==> src/rtl/mcc_pkg.sv <==
// Shared definitions for the multicycle controller: state encoding, opcodes,
// ALU operation codes, mux-select codes and the immediate-format decode.
package mcc_pkg;

  typedef enum logic [3:0] {
    S_FETCH    = 4'd0,
    S_DECODE   = 4'd1,
    S_MEMADR   = 4'd2,
    S_MEMREAD  = 4'd3,
    S_MEMWB    = 4'd4,
    S_MEMWRITE = 4'd5,
    S_EXECUTER = 4'd6,
    S_EXECUTEI = 4'd7,
    S_ALUWB    = 4'd8,
    S_BRANCH   = 4'd9,
    S_JAL      = 4'd10,
    S_UTYPE    = 4'd11,
    S_FAULT    = 4'd12
  } state_t;

  localparam logic [6:0] OP_LOAD   = 7'b0000011;
  localparam logic [6:0] OP_STORE  = 7'b0100011;
  localparam logic [6:0] OP_RTYPE  = 7'b0110011;
  localparam logic [6:0] OP_ITYPE  = 7'b0010011;
  localparam logic [6:0] OP_BRANCH = 7'b1100011;
  localparam logic [6:0] OP_JAL    = 7'b1101111;
  localparam logic [6:0] OP_LUI    = 7'b0110111;
  localparam logic [6:0] OP_AUIPC  = 7'b0010111;

  localparam logic [3:0] ALU_ADD = 4'b0000;
  localparam logic [3:0] ALU_SUB = 4'b0001;
  localparam logic [3:0] ALU_AND = 4'b0010;
  localparam logic [3:0] ALU_OR  = 4'b0011;
  localparam logic [3:0] ALU_XOR = 4'b0100;
  localparam logic [3:0] ALU_SLT = 4'b0101;
  localparam logic [3:0] ALU_SLL = 4'b0110;
  localparam logic [3:0] ALU_SRL = 4'b0111;
  localparam logic [3:0] ALU_SRA = 4'b1000;

  localparam logic [1:0] SRCA_PC    = 2'b00;
  localparam logic [1:0] SRCA_OLDPC = 2'b01;
  localparam logic [1:0] SRCA_REG   = 2'b10;
  localparam logic [1:0] SRCA_ZERO  = 2'b11;

  localparam logic [1:0] SRCB_REG  = 2'b00;
  localparam logic [1:0] SRCB_IMM  = 2'b01;
  localparam logic [1:0] SRCB_FOUR = 2'b10;

  localparam logic [1:0] RES_ALUOUT    = 2'b00;
  localparam logic [1:0] RES_DATA      = 2'b01;
  localparam logic [1:0] RES_ALURESULT = 2'b10;

  localparam logic [2:0] IMM_I = 3'b000;
  localparam logic [2:0] IMM_S = 3'b001;
  localparam logic [2:0] IMM_B = 3'b010;
  localparam logic [2:0] IMM_J = 3'b011;
  localparam logic [2:0] IMM_U = 3'b100;

  function automatic logic [2:0] imm_sel(input logic [6:0] op);
    case (op)
      OP_STORE:         return IMM_S;
      OP_BRANCH:        return IMM_B;
      OP_JAL:           return IMM_J;
      OP_LUI, OP_AUIPC: return IMM_U;
      default:          return IMM_I;
    endcase
  endfunction

endpackage

==> src/rtl/mcc_alu_dec.sv <==
// ALU operation decode from funct3/funct7b5; subtract is only honoured for
// register-register instructions since instr[30] is immediate data otherwise.
module mcc_alu_dec
  import mcc_pkg::*;
(
  input  logic [2:0] funct3,
  input  logic       funct7b5,
  input  logic       is_rtype,
  output logic [3:0] alu_control
);

  always_comb begin
    alu_control = ALU_ADD;
    case (funct3)
      3'b000:  alu_control = (is_rtype && funct7b5) ? ALU_SUB : ALU_ADD;
      3'b001:  alu_control = ALU_SLL;
      3'b010:  alu_control = ALU_SLT;
      3'b100:  alu_control = ALU_XOR;
      3'b101:  alu_control = funct7b5 ? ALU_SRA : ALU_SRL;
      3'b110:  alu_control = ALU_OR;
      3'b111:  alu_control = ALU_AND;
      default: alu_control = ALU_ADD;
    endcase
  end

endmodule

==> src/rtl/multicycle_controller.sv <==
// Multicycle RISC-V control FSM with memory wait timeout and sticky fault.
// Define MCC_UTYPE_EN to add the UTYPE state for lui/auipc; otherwise they fault.
module multicycle_controller
  import mcc_pkg::*;
#(
  parameter int unsigned MEM_TIMEOUT = 255,
  parameter int unsigned TMO_W       = 8
) (
  input  logic       clk,
  input  logic       reset,
  input  logic [6:0] op,
  input  logic [2:0] funct3,
  input  logic       funct7b5,
  input  logic       Zero,
  input  logic       mem_ready,
  output logic       PCWrite,
  output logic       IRWrite,
  output logic       RegWrite,
  output logic       MemWrite,
  output logic       AdrSrc,
  output logic       mem_req,
  output logic [1:0] ALUSrcA,
  output logic [1:0] ALUSrcB,
  output logic [1:0] ResultSrc,
  output logic [2:0] ImmSrc,
  output logic [3:0] ALUControl,
  output logic       fault,
  output logic [3:0] state_dbg
);

  localparam bit               TMO_EN  = (MEM_TIMEOUT != 0);
  localparam logic [TMO_W-1:0] TMO_VAL = TMO_W'(MEM_TIMEOUT);
  localparam logic [TMO_W-1:0] CNT_MAX = '1;

  state_t           state;
  logic [TMO_W-1:0] wait_cnt;
  logic             mem_wait;
  logic             timed_out;
  logic             branch_ok;
  logic [3:0]       alu_dec_ctrl;
  logic             mem_req_raw;
  logic             pc_write_raw;
  logic             ir_write_raw;

  mcc_alu_dec u_alu_dec (
    .funct3      (funct3),
    .funct7b5    (funct7b5),
    .is_rtype    (op == OP_RTYPE),
    .alu_control (alu_dec_ctrl)
  );

  assign mem_wait  = (state == S_FETCH || state == S_MEMREAD || state == S_MEMWRITE) && !mem_ready;
  assign timed_out = TMO_EN && mem_wait && (wait_cnt == TMO_VAL);
  assign branch_ok = (funct3[2:1] == 2'b00);

  // A completing access always wins over a timeout reached on the same cycle.
  always_ff @(posedge clk or negedge reset) begin
    if (!reset) begin
      state    <= S_FETCH;
      wait_cnt <= '0;
    end else begin
      if (mem_wait && !timed_out)
        wait_cnt <= (wait_cnt == CNT_MAX) ? wait_cnt : wait_cnt + 1'b1;
      else
        wait_cnt <= '0;

      case (state)
        S_FETCH: begin
          if (mem_ready)      state <= S_DECODE;
          else if (timed_out) state <= S_FAULT;
        end
        S_DECODE: begin
          case (op)
            OP_LOAD, OP_STORE: state <= S_MEMADR;
            OP_RTYPE:          state <= S_EXECUTER;
            OP_ITYPE:          state <= S_EXECUTEI;
            OP_BRANCH:         state <= S_BRANCH;
            OP_JAL:            state <= S_JAL;
`ifdef MCC_UTYPE_EN
            OP_LUI, OP_AUIPC:  state <= S_UTYPE;
`endif
            default:           state <= S_FAULT;
          endcase
        end
        S_MEMADR:   state <= op[5] ? S_MEMWRITE : S_MEMREAD;
        S_MEMREAD: begin
          if (mem_ready)      state <= S_MEMWB;
          else if (timed_out) state <= S_FAULT;
        end
        S_MEMWB:    state <= S_FETCH;
        S_MEMWRITE: begin
          if (mem_ready)      state <= S_FETCH;
          else if (timed_out) state <= S_FAULT;
        end
        S_EXECUTER: state <= S_ALUWB;
        S_EXECUTEI: state <= S_ALUWB;
        S_ALUWB:    state <= S_FETCH;
        S_BRANCH:   state <= branch_ok ? S_FETCH : S_FAULT;
        S_JAL:      state <= S_ALUWB;
`ifdef MCC_UTYPE_EN
        S_UTYPE:    state <= S_ALUWB;
`endif
        default:    state <= S_FAULT;
      endcase
    end
  end

  always_comb begin
    mem_req_raw  = 1'b0;
    pc_write_raw = 1'b0;
    ir_write_raw = 1'b0;
    RegWrite     = 1'b0;
    MemWrite     = 1'b0;
    AdrSrc       = 1'b0;
    ALUSrcA      = SRCA_PC;
    ALUSrcB      = SRCB_REG;
    ResultSrc    = RES_ALUOUT;
    ALUControl   = ALU_ADD;
    case (state)
      S_FETCH: begin
        mem_req_raw  = 1'b1;
        pc_write_raw = mem_ready;
        ir_write_raw = mem_ready;
        ALUSrcB      = SRCB_FOUR;
        ResultSrc    = RES_ALURESULT;
      end
      S_DECODE: begin
        ALUSrcA = SRCA_OLDPC;
        ALUSrcB = SRCB_IMM;
      end
      S_MEMADR: begin
        ALUSrcA = SRCA_REG;
        ALUSrcB = SRCB_IMM;
      end
      S_MEMREAD: begin
        mem_req_raw = 1'b1;
        AdrSrc      = 1'b1;
      end
      S_MEMWB: begin
        ResultSrc = RES_DATA;
        RegWrite  = 1'b1;
      end
      S_MEMWRITE: begin
        mem_req_raw = 1'b1;
        AdrSrc      = 1'b1;
        MemWrite    = 1'b1;
      end
      S_EXECUTER: begin
        ALUSrcA    = SRCA_REG;
        ALUControl = alu_dec_ctrl;
      end
      S_EXECUTEI: begin
        ALUSrcA    = SRCA_REG;
        ALUSrcB    = SRCB_IMM;
        ALUControl = alu_dec_ctrl;
      end
      S_ALUWB:    RegWrite = 1'b1;
      S_BRANCH: begin
        ALUSrcA      = SRCA_REG;
        ALUControl   = ALU_SUB;
        pc_write_raw = branch_ok && (Zero ^ funct3[0]);
      end
      S_JAL: begin
        ALUSrcA      = SRCA_OLDPC;
        ALUSrcB      = SRCB_FOUR;
        pc_write_raw = 1'b1;
      end
`ifdef MCC_UTYPE_EN
      S_UTYPE: begin
        ALUSrcA = (op == OP_LUI) ? SRCA_ZERO : SRCA_OLDPC;
        ALUSrcB = SRCB_IMM;
      end
`endif
      default: ;
    endcase
  end

  // Reset must silence memory and PC/IR strobes even while FETCH is forced.
  assign mem_req   = mem_req_raw & reset;
  assign PCWrite   = pc_write_raw & reset;
  assign IRWrite   = ir_write_raw & reset;
  assign ImmSrc    = imm_sel(op);
  assign fault     = (state == S_FAULT);
  assign state_dbg = state;

endmodule

==> config.mk <==
export PLATFORM = sky130hd
export DESIGN_NAME = multicycle_controller
export DESIGN_NICKNAME = d
export VERILOG_FILES = /design/src/rtl/mcc_pkg.sv /design/src/rtl/mcc_alu_dec.sv /design/src/rtl/multicycle_controller.sv
export SDC_FILE = /design/constraint.sdc
export NUM_CORES = 1
export LEC_CHECK = 0
export CAP_MARGIN = 20
export CELL_PAD_IN_SITES_DETAIL_PLACEMENT = 1
export CELL_PAD_IN_SITES_GLOBAL_PLACEMENT = 2
export CORE_ASPECT_RATIO = 2
export CORE_MARGIN = 2
export CORE_UTILIZATION = 27
export CTS_BUF_LIST = sky130_fd_sc_hd__clkbuf_4 sky130_fd_sc_hd__clkbuf_8 sky130_fd_sc_hd__clkbuf_16
export DETAILED_ROUTE_END_ITERATION = 10
export PLACE_DENSITY_LB_ADDON = 0.1
export REMOVE_ABC_BUFFERS = 1
export SLEW_MARGIN = 20
export SYNTH_ARGS = -nofsm -noshare
export SYNTH_HDL_FRONTEND = slang
export SYNTH_HIERARCHICAL = 1
export SYNTH_SLANG_ARGS = --single-unit
export TNS_END_PERCENT = 10
==> constraint.sdc <==
create_clock -name clk -period 3.1 [get_ports clk]
set_input_delay 0.465 -clock clk [delete_from_list [all_inputs] [get_ports clk]]
set_output_delay 0.465 -clock clk [all_outputs]
set_load 0.02 [all_outputs]
; ---- After elaboration in Yosys (flattened, before gate mapping)
; Cells that the tools add are included.
; W data, S select, Z words.
[op_classes]
mux = 24
n_eq_ne = 27
add_sub_neg = 1
reduce_logical = 23
bitwise_logic = 4
[ops]
columns = operator, count
row1 = $pmux W4 S8, 1
row2 = $pmux W4 S7, 1
row3 = $mux W4, 6
row4 = $eq A7 B6 Y1 const B, 3
row5 = $pmux W4 S5, 1
row6 = $eq A4 B3 Y1 const B, 4
row7 = $eq A4 B4 Y1 const B, 4
row8 = $mux W8, 2
row9 = $eq A7 B5 Y1 const B, 2
row10 = $eq A7 B7 Y1 const B, 2
row11 = $reduce_or A2 Y1, 7
row12 = $eq A3 B3 Y1 const B, 4
row13 = $pmux W2 S2, 3
row14 = $pmux W3 S4, 1
row15 = $reduce_or A3 Y1, 3
row16 = $add A8 B1 Y8 const B, 1
row17 = $eq A4 B2 Y1 const B, 2
row18 = $eq A8 B8 Y1 const B, 1
row19 = $pmux W4 S2, 1
row20 = $eq A7 B2 Y1 const B, 1
row21 = $mux W1, 6
row22 = $logic_and A1 B1 Y1, 5
row23 = $eq A4 B1 Y1 const B, 1
row24 = $logic_not A4 Y1, 1
row25 = 12 further kinds, 16
[word_totals]
ff_bits = 12
inputBits = 15
wordCells = 81
out_inout_bits = 24

; ---- Longest topological paths before layout
; Gate-level depths: netlist of run 1.
[logic_depth]
ltp_word = 8
ltp_mapped = 6
depth_no_buf = 6

; ---- By module
; The synthesis of run 1 kept the hierarchy.
[by_module_without_submodules]
columns = mod, instances, area_per_inst_um2, cells_each
row1 = multicycle_controller, 1, 1066.0, 133
row2 = mcc_alu_dec, 1, 78.8, 12

; ---- Least setup slack after synthesis of run 1
; OpenSTA, ideal clock, no wires.
[synth_timing]
kind = register -> output
startpoint = reg state[2], in the netlist state_dbg[2]
endpoint = out IRWrite
setup_slack_ns = 0.878
t_required_ns = 2.635
n_path_buf = 1
arrival_time_ns = 1.757
path_stages_with_launch = 4
path_cell_list = dfrtp_1 buf_6 nor4_1 and3_1
[synth_between]
elab_chain_cells = 3
[synth_rtl]
columns = element, line_no
row1 = "start, declared", multicycle_controller.sv:35  ; state_t state;
row2 = "start signal, assigned", multicycle_controller.sv:85  ; S_MEMADR: state <= op[5] ? S_MEMWRITE : S_MEMREAD;
row3 = "start signal, assigned", multicycle_controller.sv:98  ; S_BRANCH: state <= branch_ok ? S_FETCH : S_FAULT;
row4 = $logic_not A4 Y1, multicycle_controller.sv:119  ; case (state)
row5 = $mux W1, multicycle_controller.sv:119
row6 = $and A1 B1 Y1, multicycle_controller.sv:181  ; assign IRWrite = ir_write_raw & reset;
row7 = "end, declared", multicycle_controller.sv:17  ; output logic IRWrite,
; No other way between the ends.

; ---- Final worst setup path of run 1
[layout_timing]
startpoint = in op[3]
endpoint = out ALUControl[0]
[layout_between]
elab_chain_cells = 5
[layout_rtl]
columns = element, line_no
row1 = "start, declared", multicycle_controller.sv:11  ; input logic [6:0] op,
row2 = $eq A7 B6 Y1, multicycle_controller.sv:48  ; .is_rtype (op == OP_RTYPE),
row3 = $logic_and A1 B1 Y1, mcc_alu_dec.sv:15  ; 3'b000: alu_control = (is_rtype && funct7b5) ? ALU_SUB : ALU_ADD;
row4 = $mux W1, mcc_alu_dec.sv:15
row5 = $pmux W4 S7, mcc_alu_dec.sv:14  ; case (funct3)
row6 = via alu_dec_ctrl[0], multicycle_controller.sv:40  ; logic [3:0] alu_dec_ctrl;
row7 = $pmux W4 S2, multicycle_controller.sv:119
row8 = "end, declared", multicycle_controller.sv:26  ; output logic [3:0] ALUControl,
; The timed path passes the listed nets, and every way through them passes these cells.

==> results of run 1 <==
per-layer routing:
| metal | part of all wire | GRT usage | vias up |
|---|---|---|---|
| li1 | - | - | 612 |
| met1 | 0.35 | 0.177 | 613 |
| met2 | 0.62 | 0.380 | 20 |
| met3 | 0.026 | 0.0217 | 2 |
| met4 | 0.0037 | 0.0509 | 0 |
| met5 | 0 | 0 | - |
layout make-up:
class	instances	area (um2)	share of cell area
flip-flops and latches	12	300	0.183
repair buffers	46	440	0.268
well taps	52	65.1	0.0396
clock buffers	4	55.1	0.0335
inverters	6	22.5	0.0137
multi-input cells	118	761	0.463
sequential cells by signal, summed over array words and instances, names as in the netlist:
name       cells
state_dbg      4
wait_cnt       8
critical path, stage by stage:
cell	delay [ns]
clkdlybuf4s50_1	0.46
nor3_1	0.28
and3_1	0.19
nand4bb_1	0.12
o221ai_1	0.11
nand3_1	0.09
o21ai_0	0.10
clkdlybuf4s50_1	0.63
synthesized netlist by cell type (2+ instances only):
master / n / area share
xor2_1: 6 / 0.046
nor2b_1: 3 / 0.016
nor2_1: 16 / 0.052
xnor2_1: 3 / 0.023
and3_1: 8 / 0.044
o31ai_1: 2 / 0.013
o21a_1: 3 / 0.020
a21oi_1: 8 / 0.035
a22o_1: 2 / 0.015
o21ai_0: 5 / 0.022
a21o_1: 2 / 0.013
inv_1: 6 / 0.020
or3_1: 2 / 0.011
a211oi_1: 2 / 0.013
nor3b_1: 2 / 0.013
nand2b_1: 3 / 0.016
buf_2: 4 / 0.017
nor3_1: 6 / 0.026
buf_6: 3 / 0.030
nand2_1: 12 / 0.039
and2_1: 4 / 0.022
nand3_1: 4 / 0.017
o221ai_1: 2 / 0.015
dfrtp_1: 12 / 0.26
nor4_1: 4 / 0.022
power by group through the flow:
stage                     logic, W  registers [W]  clock network [W]
final                     0.000755       0.000244           0.000168
after global routing      0.000818       0.000254           0.000182
after CTS                 0.000766       0.000245           0.000174
after detailed placement  0.000759       0.000248                  0
after global placement    0.000747       0.000244                  0
after floorplan           0.000365       0.000285                  0
cells in the final DEF, fill, tap and decap left out, types with 2 or more instances in the layout:
cell             instances
a211oi_1                 2
a21o_1                   2
a21oi_1                  8
a22o_1                   2
and2_1                   4
and3_1                   8
buf_4                    8
clkbuf_8                 4
clkdlybuf4s50_1         38
dfrtp_1                 12
inv_1                    6
nand2_1                 12
nand2b_1                 3
nand3_1                  4
nor2_1                  16
nor2b_1                  3
nor3_1                   6
nor3b_1                  2
nor4_1                   4
o21a_1                   3
o21ai_0                  5
o221ai_1                 2
o31ai_1                  2
or3_1                    2
xnor2_1                  3
xor2_1                   6
through the flow:
| step | util | hold WS [ns] | power, W | cell area, um2 |
|---|---|---|---|---|
| after CTS | 0.402 | 0.487 | 0.00118 | 1640 |
| after global routing | 0.402 | 0.516 | 0.00125 | 1640 |
| after global placement | 0.389 | 0.478 | 0.000991 | 1590 |
| after detailed placement | 0.389 | 0.480 | 0.00101 | 1590 |
| final | 0.402 | 0.493 | 0.00117 | 1640 |
| after floorplan | - | 0.169 | 0.000650 | 1080 |
worst max-delay path by stage:
| stage | to | slack (ns) | cells after the start |
|---|---|---|---|
| after floorplan | PCWrite | 0.70 | 4 |
| after global placement | ALUControl[0] | 0.23 | 8 |
| after detailed placement | ALUControl[0] | 0.18 | 8 |
| after CTS | ALUControl[0] | 0.16 | 8 |
| after global routing | ALUControl[0] | 0.11 | 8 |
| final | ALUControl[0] | 0.19 | 8 |
cells by family (layout without fill, tap and decap cells):
kind of cell	count (synthesis)	after routing
adder cells (fa/ha/maj)	1	1
AND/OR/NAND/NOR	70	70
buffers and inverters	15	56
XOR/XNOR	9	9
AO/OA/AOI/OAI	38	38
flip-flops	12	12
==> run_results.csv, run 1 <==
group,metric,value,unit
outcome,outcome,"finished, final reports clean",
die,die_x,50.0,um
setup_path,crit_path_start,"op[3]",
clocking,ctsHtreeMaxLevel,1,
synth,ys.flop_type,"dfrtp_1",
clocking,cts_tree,"done",
power,p_clk_frac,0.144,
die,die_y,96.1,um
clocking,hold_buffers,0,
setup_path,r2r_cells,4,
routing,vias_per_cell,5.24,
placed_design,dp_slack,0.179,ns
sta,slew_violations,0,
sta,final.setup.worst_slack,0.191,ns
sta,grt_setup_unrepaired,"false",
clocking,clk_path_buf_depth,2,
synth,yosys.area_share.adder,0.0109,
clocking,clk_latency,0.24,ns
power,comb_power_share,0.647,
synth,syn_avg_cell_area,7.90,um2
layout,fill_cells,504,
worst_hold_path,min_path_type,"flop to flop",
routing,wl_per_cell,16.9,um
sta,finalCriticalPeriod,2.91,ns
worst_hold_path,hold-path-endpoint,"wait_cnt[0]",
power,ir_drop,318,uV
setup_path,cp.required,2.63,ns
die,rows,33,
power,power_frac_seq,0.209,
die,start_util,0.280,
synth,synth_top_family_by_area,"simple AND/OR/NAND/NOR gates",
routing,first_pass_iters,4,
sta,fin_crit_sh,0.938,
clocking,numCtsBuffers,3,
layout,diodes,0,
global_routing,antenna_found_initial,0,
sta,finalSetupViolations,0,
worst_hold_path,whs_path_depth,1,
clocking,ctsResizeCount,0,
synth,synthMuxAreaShare,0,
global_routing,grt_pass1_vias,1390,
synth,ys_ff_latch,12,
placed_design,post-place-cells,234,
setup_path,path_class,"input pin to output pin",
global_routing,grt.total_usage,0.182,
global_routing,grt_max_degree,26,
run,maxCapViolations,0,
synth,syn-cell-area,1140,um2
setup_path,rrSetupSlack,1.35,ns
setup_path,critPathMaxFanout,4,
sta,finalHoldViolCount,0,
clocking,cts_setup_buffers,0,
setup_path,worst_setup_path_start_kind,"input pin",
routing,final_antenna_net_count,0,
sta,tightestPinTransition,0.603,ns
synth,yosys.area_share.simple,0.331,
sta,fmax,344,MHz
clocking,cts.sinks,12,
sta,finClkSkew,0.00327,ns
setup_path,worstPathArrival,2.44,ns
global_routing,globalRouteOverflowTotal,0,
power,leakagePower,0.691,nW
sta,tns,0,ns
synth,synth-seq-area-share,0.262,
synth,synth_compound_area_frac,0.254,
routing,drc,0,
layout,syn2layout_area_growth,43.6,%
placed_design,dp_hpwl,3180,um
clocking,cts-root-buf,"clkbuf_8",
synth,synth_edf_count,0,
global_routing,grt_pass1_wl,6710,um
synth,async_reset_ff_frac,1.00,
synth,syn_inst,145,
placed_design,place_congestion,0.730,
synth,yosysWarningCount,6,
routing,num_vias,1247,
setup_path,r2r-end,"state_dbg[0]",
die,core_area,4090,um2
setup_path,crit_path_end_kind,"output pin",
synth,synth-xor-area-share,0.0689,
placed_design,portBuffers,38,
power,p_switching,0.000531,W
sta,slew_headroom,0.598,
clocking,clkTransAtPathRegs,0.05,ns
layout,fin_cells,238,
worst_hold_path,worstHoldStart,"wait_cnt[0]",
synth,yosysUniqueCellTypes,46,
die,io_pins,39,
power,powerDensity,710,nW/um2
layout,drive_above_1_share,0.0914,
die,fp.dieArea,4810,um2
power,p_sw_frac,0.455,
setup_path,r2r-start,"state_dbg[3]",
layout,finalNetCount,203,
power,intPower,0.000636,W
routing,routed_wl,4030,um
routing,drtIter0Drc,12,
Power figures use the tool's default switching activity.
==> run 2: changes to the inputs <==
Settings changed: MAX_ROUTING_LAYER set to met4.
==> run 2 against run 1 <==
  * Clock power hardly changed
  * Wire length unchanged
  * Critical endpoint unchanged
  * Highest routed layer unchanged
  * Worst setup slack better by 0.0015 ns
  * Sequential cell count stayed put
  * Largest cell class unchanged
  * Critical path depth stayed put
  * First-iteration DRC count fell by 50%
  * Sequential share of layout area unchanged
==> run_results.csv, run 2 (synthesis gave the netlist of run 1 again) <==
group,metric,value,unit
outcome,outcome,"finished, final reports clean",
sta,tightestPinTransition,0.598,ns
clocking,ctsResizeCount,0,
layout,syn2layout_area_growth,43.6,%
placed_design,postPlaceCellArea,1590,um2
setup_path,path_class,"input pin to output pin",
clocking,clk_latency,0.24,ns
layout,regMostFlops,"wait_cnt",
power,power.total,0.00117,W
power,ir_drop,318,uV
die,die_y,96.1,um
power,leakagePower,0.691,nW
clocking,clk_path_buf_depth,2,
sta,finalHoldViolCount,0,
clocking,hold_buffers,0,
clocking,numCtsBuffers,3,
clocking,cts-root-buf,"clkbuf_8",
global_routing,globalRouteOverflowTotal,0,
routing,routed_wl,4030,um
placed_design,dp_hpwl,3180,um
clocking,cts_tree,"done",
die,rows,33,
sta,final.setup.worst_slack,0.192,ns
die,die_x,50.0,um
sta,slew_headroom,0.601,
placed_design,portBuffers,38,
routing,vias_per_cell,5.26,
global_routing,grt.total_usage,0.187,
routing,drtIter0Drc,6,
global_routing,grt_max_degree,26,
routing,final_antenna_net_count,0,
sta,grt_setup_unrepaired,"false",
sta,fin_crit_sh,0.938,
clocking,clkTransAtPathRegs,0.05,ns
clocking,cts.sinks,12,
layout,finalNetCount,203,
clocking,ctsHtreeMaxLevel,1,
routing,drc,0,
worst_hold_path,min_path_type,"flop to flop",
run,maxCapViolations,0,
die,fp.dieArea,4810,um2
routing,first_pass_iters,3,
sta,fmax,344,MHz
global_routing,grt_pass1_vias,1385,
clocking,cts_setup_buffers,0,
setup_path,critPathMaxFanout,4,
die,io_pins,39,
setup_path,worst_setup_path_start_kind,"input pin",
setup_path,r2r-start,"state_dbg[3]",
layout,fin_area,1640,um2
setup_path,crit_path_end_kind,"output pin",
worst_hold_path,worstHoldStart,"wait_cnt[0]",
setup_path,crit_path_start,"op[3]",
power,powerDensity,710,nW/um2
placed_design,place_congestion,0.739,
sta,holdWs,0.493,ns
layout,most-common-layout-cells,"clkdlybuf4s50_1 (38), nor2_1 (16), nand2_1 (12), dfrtp_1 (12)",
global_routing,antenna_found_initial,0,
sta,finalSetupViolations,0,
sta,slew_violations,0,
die,start_util,0.280,
layout,largest_reg_flops,8,
layout,final_common_cell,"clkdlybuf4s50_1",
sta,finalCriticalPeriod,2.91,ns
die,core_area,4090,um2
global_routing,grt_pass1_wl,6710,um
sta,tns,0,ns
setup_path,cp.required,2.63,ns
layout,drive_above_1_share,0.0914,
setup_path,worstPathArrival,2.44,ns
routing,wl_per_cell,16.9,um
placed_design,dp_slack,0.179,ns
layout,diodes,0,
sta,finClkSkew,0.00327,ns
routing,num_vias,1252,
run 2: cell counts in the layout (fill, tap and decap cells not counted):
Identical to the previous run, type by type.
run 2: cell type report:
class / instances / area (um2)
flip-flops and latches: 12 / 300
fillers: 504 / 2440
clock buffers: 4 / 55.1
well taps: 52 / 65.1
multi-input cells: 118 / 761
repair buffers: 46 / 440
inverters: 6 / 22.5
run 2: path summary, 6_finish.rpt:
path	to	slack, ns	cells past startpoint
worst max-delay path	ALUControl[0]	0.19	8
worst min-delay path	wait_cnt[0]	0.49	1
worst max register to register	state_dbg[0]	1.35	4
worst min register to register	wait_cnt[0]	0.49	1
max in group asynchronous	wait_cnt[3]	2.29	2
min in group asynchronous	state_dbg[2]	0.66	2
run 2: per-layer routing:
metal	vias to the layer above	global-route usage	wire, um
met4	0	0.0509	15
li1	612	-	-
met1	620	0.179	1420
met2	18	0.380	2520
met3	2	0.0171	81
met5	-	-	0
run 2: critical path, stage by stage:
cell and delay, ns:
clkdlybuf4s50_1 0.46, nor3_1 0.28, and3_1 0.19, nand4bb_1 0.12, o221ai_1 0.11, nand3_1 0.09, o21ai_0 0.10, clkdlybuf4s50_1 0.63
run 2: power by group:
group	internal [W]	total [W]	switching (W)
sequential	0.000184	0.000243	0.0000591
clock	0.000112	0.000168	0.0000562
combinational	0.000340	0.000756	0.000415
total	0.000636	0.00117	0.000531
run 2: stage by stage:
stage                     instances  utilization
after global placement          234        0.389
after detailed placement        234        0.389
after global routing            238        0.402
after floorplan                 136            -
final                           238        0.402
after CTS                       238        0.402
